### src/rtl/cdec8_mem_responder.sv
// cdec8_mem_responder: memory-port responder for the CDEC8 core.
// Provides a 256x8 main memory, an LED output register, a synchronised switch
// input and a byte-stream program loader that holds the core in reset while a
// program image is streamed in. A second read-only port lets the board monitor
// inspect the array without touching the core's port.
module cdec8_mem_responder #(
  parameter logic [7:0] IO_LED_ADRS    = 8'hFF,
  parameter logic [7:0] IO_SW_ADRS     = 8'hFE,
  parameter int         AUTO_RUN       = 0,
  parameter int         SW_SYNC_STAGES = 2
) (
  input  logic       clock,
  input  logic       reset_N,
  input  logic [7:0] adrs,
  input  logic [7:0] data_out,
  input  logic       mmwr_en,
  output logic [7:0] data_in,
  output logic       cpu_reset_N,
  input  logic       ld_start,
  input  logic       ld_valid,
  input  logic [7:0] ld_data,
  input  logic       ld_last,
  output logic       ld_ready,
  output logic       ld_done,
  input  logic [7:0] sw_in,
  output logic [7:0] led_out,
  input  logic [7:0] mon_adrs,
  output logic [7:0] mon_data
);

  typedef enum logic [1:0] {
    ST_HOLD    = 2'd0,
    ST_LOAD    = 2'd1,
    ST_RELEASE = 2'd2,
    ST_RUN     = 2'd3
  } state_t;

  // With a preloaded memory the core goes straight through the one-cycle release.
  localparam state_t RST_STATE = (AUTO_RUN != 0) ? ST_RELEASE : ST_HOLD;

  state_t     state_q, state_d;
  logic [7:0] ptr_q, ptr_d;
  logic [7:0] led_q, led_d;
  logic       done_q, done_d;
  logic       cpu_rst_n_q;
  logic       ld_ready_q;
  logic [SW_SYNC_STAGES-1:0][7:0] sw_sync_q;
  logic [7:0] mem_q [0:255];

  logic       mem_we_s;
  logic [7:0] mem_wa_s;
  logic [7:0] mem_wd_s;

  // Next-state logic for the loader FSM plus the shared array write port.
  always_comb begin
    state_d  = state_q;
    ptr_d    = ptr_q;
    led_d    = led_q;
    done_d   = 1'b0;
    mem_we_s = 1'b0;
    mem_wa_s = adrs;
    mem_wd_s = data_out;

    if (ld_start) begin
      // A start pulse always restarts the load; a coincident loader byte is dropped.
      state_d = ST_LOAD;
      ptr_d   = 8'h00;
    end else begin
      case (state_q)
        ST_HOLD: begin
          state_d = ST_HOLD;
        end
        ST_LOAD: begin
          if (ld_valid) begin
            // Loader writes every address, I/O addresses included.
            mem_we_s = 1'b1;
            mem_wa_s = ptr_q;
            mem_wd_s = ld_data;
            ptr_d    = ptr_q + 8'd1;
            if (ld_last) begin
              state_d = ST_RELEASE;
              done_d  = 1'b1;
            end else begin
              state_d = ST_LOAD;
            end
          end else begin
            state_d = ST_LOAD;
          end
        end
        ST_RELEASE: begin
          state_d = ST_RUN;
        end
        ST_RUN: begin
          state_d = ST_RUN;
        end
        default: begin
          state_d = ST_HOLD;
        end
      endcase
    end

    // CPU writes only take effect while the core is running. The loader port is
    // only active in LOAD, so the two writers never collide.
    if ((state_q == ST_RUN) && mmwr_en) begin
      if (adrs == IO_LED_ADRS) begin
        led_d = data_out;
      end else if (adrs == IO_SW_ADRS) begin
        led_d = led_q;
      end else begin
        mem_we_s = 1'b1;
        mem_wa_s = adrs;
        mem_wd_s = data_out;
      end
    end else begin
      led_d = led_d;
    end
  end

  // State, pointer, LED register and registered handshake outputs.
  always_ff @(posedge clock or negedge reset_N) begin
    if (!reset_N) begin
      state_q     <= RST_STATE;
      ptr_q       <= 8'h00;
      led_q       <= 8'h00;
      done_q      <= 1'b0;
      cpu_rst_n_q <= 1'b0;
      ld_ready_q  <= 1'b0;
    end else begin
      state_q     <= state_d;
      ptr_q       <= ptr_d;
      led_q       <= led_d;
      done_q      <= done_d;
      cpu_rst_n_q <= (state_d == ST_RUN);
      ld_ready_q  <= (state_d == ST_LOAD);
    end
  end

  // Multi-stage synchroniser for the asynchronous board switches.
  always_ff @(posedge clock or negedge reset_N) begin
    if (!reset_N) begin
      sw_sync_q <= '0;
    end else begin
      sw_sync_q <= {sw_sync_q[SW_SYNC_STAGES-2:0], sw_in};
    end
  end

  // Main memory array; contents deliberately survive reset.
  always_ff @(posedge clock) begin
    if (mem_we_s) begin
      mem_q[mem_wa_s] <= mem_wd_s;
    end
  end

  // Zero-wait-state CPU read mux with the I/O overlay.
  always_comb begin
    data_in = mem_q[adrs];
    if (adrs == IO_LED_ADRS) begin
      data_in = led_q;
    end else if (adrs == IO_SW_ADRS) begin
      data_in = sw_sync_q[SW_SYNC_STAGES-1];
    end else begin
      data_in = mem_q[adrs];
    end
  end

  assign mon_data    = mem_q[mon_adrs];
  assign cpu_reset_N = cpu_rst_n_q;
  assign ld_ready    = ld_ready_q;
  assign ld_done     = done_q;
  assign led_out     = led_q;

endmodule

### config.mk
export PLATFORM = sky130hd
export DESIGN_NAME = cdec8_mem_responder
export DESIGN_NICKNAME = d
export VERILOG_FILES = /design/src/rtl/cdec8_mem_responder.sv
export SDC_FILE = /design/constraint.sdc
export NUM_CORES = 2
export LEC_CHECK = 0
export CAP_MARGIN = 5
export CORE_ASPECT_RATIO = 0.8
export CORE_MARGIN = 4
export CORE_UTILIZATION = 35
export DETAILED_ROUTE_END_ITERATION = 8
export DONT_BUFFER_PORTS = 1
export PLACE_DENSITY = 0.5
export SLEW_MARGIN = 20
export SYNTH_ARGS = -nofsm -noshare
export SYNTH_HDL_FRONTEND = slang
export SYNTH_SLANG_ARGS = --single-unit
### constraint.sdc
create_clock -name clock -period 8.3 [get_ports clock]
set_clock_uncertainty 0.2 [all_clocks]
set_input_delay 2.49 -clock clock [delete_from_list [all_inputs] [get_ports clock]]
set_output_delay 2.49 -clock clock [all_outputs]
set_load 0.05 [all_outputs]
==> qor.csv <==
metric;value;unit
ys_warn_count;0;
synth_ff_type;edfxtp_1;
synth_cell_types;63;
insertion_delay;0.88;ns
synthArstFlopShare;1.77;%
root_buffer;clkbuf_16;
clock_sink_count;2085;
gp_congestion;0.863;
instances_no_fill;8938;
stdcell_area;0.112;mm2
grt.overflow.total;0;
leakage;35.1;nW
cp.required;5.61;ns
met2_usage;34.7;%
fin_setup_tns;-1.51;ns
ys_seq_area_share;64.1;%
grt_use_met1;34.9;%
drtIter0Drc;8585;
dr.pass1.iters;6;
io_pins;73;
die_h;480;um
start_kind;input port;
postRouteAntennaNets;0;
status;complete, but fails checks;
syn_area;0.0974;mm2
timing_worst_setup_path_type;input port to output port;
hpwl;206000;um
slew_viol_final;15;
grt_max_degree;619;
wl_per_cell;40.6;um
die_w;598;um
place_area;0.103;mm2
power;23.7;mW
grt_usage;23.5;%
first_global_vias;54400;
fmax;0.115;GHz
worst_ep_arrival_time;5.97;ns
setup_violations;7;
ir_drop;0.000146;V
routed_wl;363000;um
drive_above_1_share;38.1;%
syn_area_per_cell;20.1;um2
cts_buffers;216;
rsz0062_at_grt;true;
finalWorstSetupSlack;-0.363;ns
syn_to_final_growth;15.3;%
holdPathStages;0;
clk_path_buf_depth;4;
slew_headroom;-0.569;%
use_met3;4.90;%
reg2reg_depth;6;
via_per_inst;6.39;
nets;5163;
clk_pin_slew_worst_paths;0.06;ns
syn-instance-count;4852;
post-place-ws;-0.771;ns
start_util;35.3;%
cp-end-kind;output port;
critPathMaxFanout;426;
tritoncts;built;
worst_pin_slew;1.51;ns
violations;slew limit, setup timing;
coreArea;0.276;mm2
fin_crit;8.66;ns
synth_edf_count;2048;
std_cell_rows;172;
ys_seq_elements;2085;
grt_pass1_wl;469000;um
place_inst;8450;
post-route-period-util;104;%
drc;0;
antenna_found_initial;8;
hold_class;flip-flop to flip-flop;
vias;57100;
finalHoldViolCount;0;
die_area;0.287;mm2
htreeDepth;4;
io_buffer_count;0;
busiest_layer;met1;
synth_fp_nets;4899;
maxCapViolCount;0;
power_density;211;mW/mm2
flip-flops by register name, indices dropped and copies added, names as in the netlist:
register,flops
cpu_reset_N,1
ld_done,1
ld_ready,1
led_out,8
mem_q,2048
ptr_q,8
state_q,2
sw_sync_q,16
worst max-delay path: stages:
cell	delay [ns]
nor2b_4	0.47
buf_12	0.21
a221oi_1	0.68
a221oi_1	0.18
or3_1	0.46
a221oi_2	0.38
or3_1	0.22
buf_12	0.14
buf_12	0.13
metal layers:
metal	vias up	wire length [um]
li1	21600	-
met2	3392	161000
met4	4	14300
met5	-	14
met3	601	35400
met1	31600	152000
through the flow:
stage / hold slack, ns / util [%]
3_3_place_gp: 0.134 / 37.4
2_1_floorplan: 0.131 / -
5_1_grt: 0.159 / 40.7
4_1_cts: 0.148 / 40.0
6_report: 0.150 / 40.7
3_5_place_dp: 0.136 / 37.4
power by group:
group | internal [mW] | leakage, nW | total, mW | switching, mW
Combinational | 0.900 | 12.9 | 2.30 | 1.40
Sequential | 11.7 | 18.9 | 11.7 | 0.0135
Clock | 5.42 | 3.30 | 9.65 | 4.24
worst paths after layout:
path                              startpoint            end  slack (ns)
worst max register to register    state_q[1]  mem_q[191][6]        2.99
worst max-delay path                 adrs[1]     data_in[2]       -0.36
max in group asynchronous            reset_N   sw_sync_q[8]        6.69
worst min register to register  sw_sync_q[5]  sw_sync_q[13]        0.15
min in group asynchronous            reset_N       ptr_q[5]        1.10
worst min-delay path            sw_sync_q[5]  sw_sync_q[13]        0.15
synthesized netlist by cell type (5+ instances only):
cell / number / area (um2)
edfxtp_1: 2048 / 61500
mux4_2: 1109 / 25000
nor2_1: 294 / 1100
mux2i_1: 215 / 2150
clkbuf_1: 156 / 586
nand2_1: 142 / 533
buf_2: 130 / 651
a22oi_1: 105 / 788
o21ai_0: 65 / 325
nand3_1: 53 / 265
buf_1: 46 / 173
a21oi_1: 45 / 225
dfrtp_1: 37 / 926
a221oi_1: 34 / 298
buf_4: 30 / 225
buf_6: 30 / 338
nor2b_1: 30 / 188
o22ai_1: 30 / 188
a22o_1: 28 / 245
mux2_2: 21 / 236
o211ai_1: 21 / 158
a211oi_1: 20 / 150
a31oi_1: 19 / 119
o21ai_1: 16 / 80.1
nand2b_1: 13 / 81.3
nand3b_1: 9 / 67.6
nor3_1: 9 / 45.0
o221ai_1: 9 / 78.8
or3_1: 9 / 56.3
nor4_1: 7 / 43.8
a311oi_1: 5 / 43.8
and2_1: 5 / 31.3
inv_1: 5 / 18.8
nand4_1: 5 / 31.3
layout by cell type (no fill, tap or decap), types with 8 or more instances in the layout:
cell type	n
or3_1	9
a31oi_1	18
dfrtp_1	37
a21oi_1	45
nand2_1	127
a22o_1	28
mux2i_1	211
buf_12	33
bufinv_16	19
o22ai_1	29
edfxtp_1	2048
o211ai_1	21
nor2_2	38
buf_4	332
mux2_2	21
a221oi_1	29
mux4_2	1109
o21ai_0	60
nand3b_1	9
buf_6	9
clkbuf_1	48
nand3_2	16
clkinv_1	41
nor3_1	8
buf_16	16
a22oi_1	85
nand3_1	30
nor2b_1	22
nor2_1	254
nand2b_1	11
a211oi_1	18
a22oi_2	20
clkinv_2	44
clkbuf_16	261
o21ai_1	18
area by class of cell:
type | count | area (um2)
fillers | 24200 | 163000
flip-flops and latches | 2085 | 62400
multi-input cells | 2369 | 33700
clock buffers | 269 | 5690
repair buffers | 439 | 4850
well taps | 3654 | 4570
clock inverters | 113 | 1030
inverters | 5 | 18.8
diodes | 4 | 10.0
cell families after synthesis:
| logic type | after synthesis | share of synthesized area (%) |
|---|---|---|
| AO/OA/AOI/OAI | 430 | 3.08 |
| flip-flops | 2085 | 64.1 |
| XOR/XNOR | 6 | 0.0540 |
| buffers and inverters | 398 | 2.06 |
| AND/OR/NAND/NOR | 587 | 2.59 |
| multiplexers | 1345 | 28.1 |
| adder cells (fa/ha/maj) | 1 | 0.0128 |
timing repair:
item	4_1_cts	5_1_grt
cloned	0	47
pin swaps	22	6
resized for setup	62	34
setup buffers	0	39
endpoints found under the setup margin	12	16
hold buffers	0	0
No activity file was read; power rests on OpenSTA's default activity.
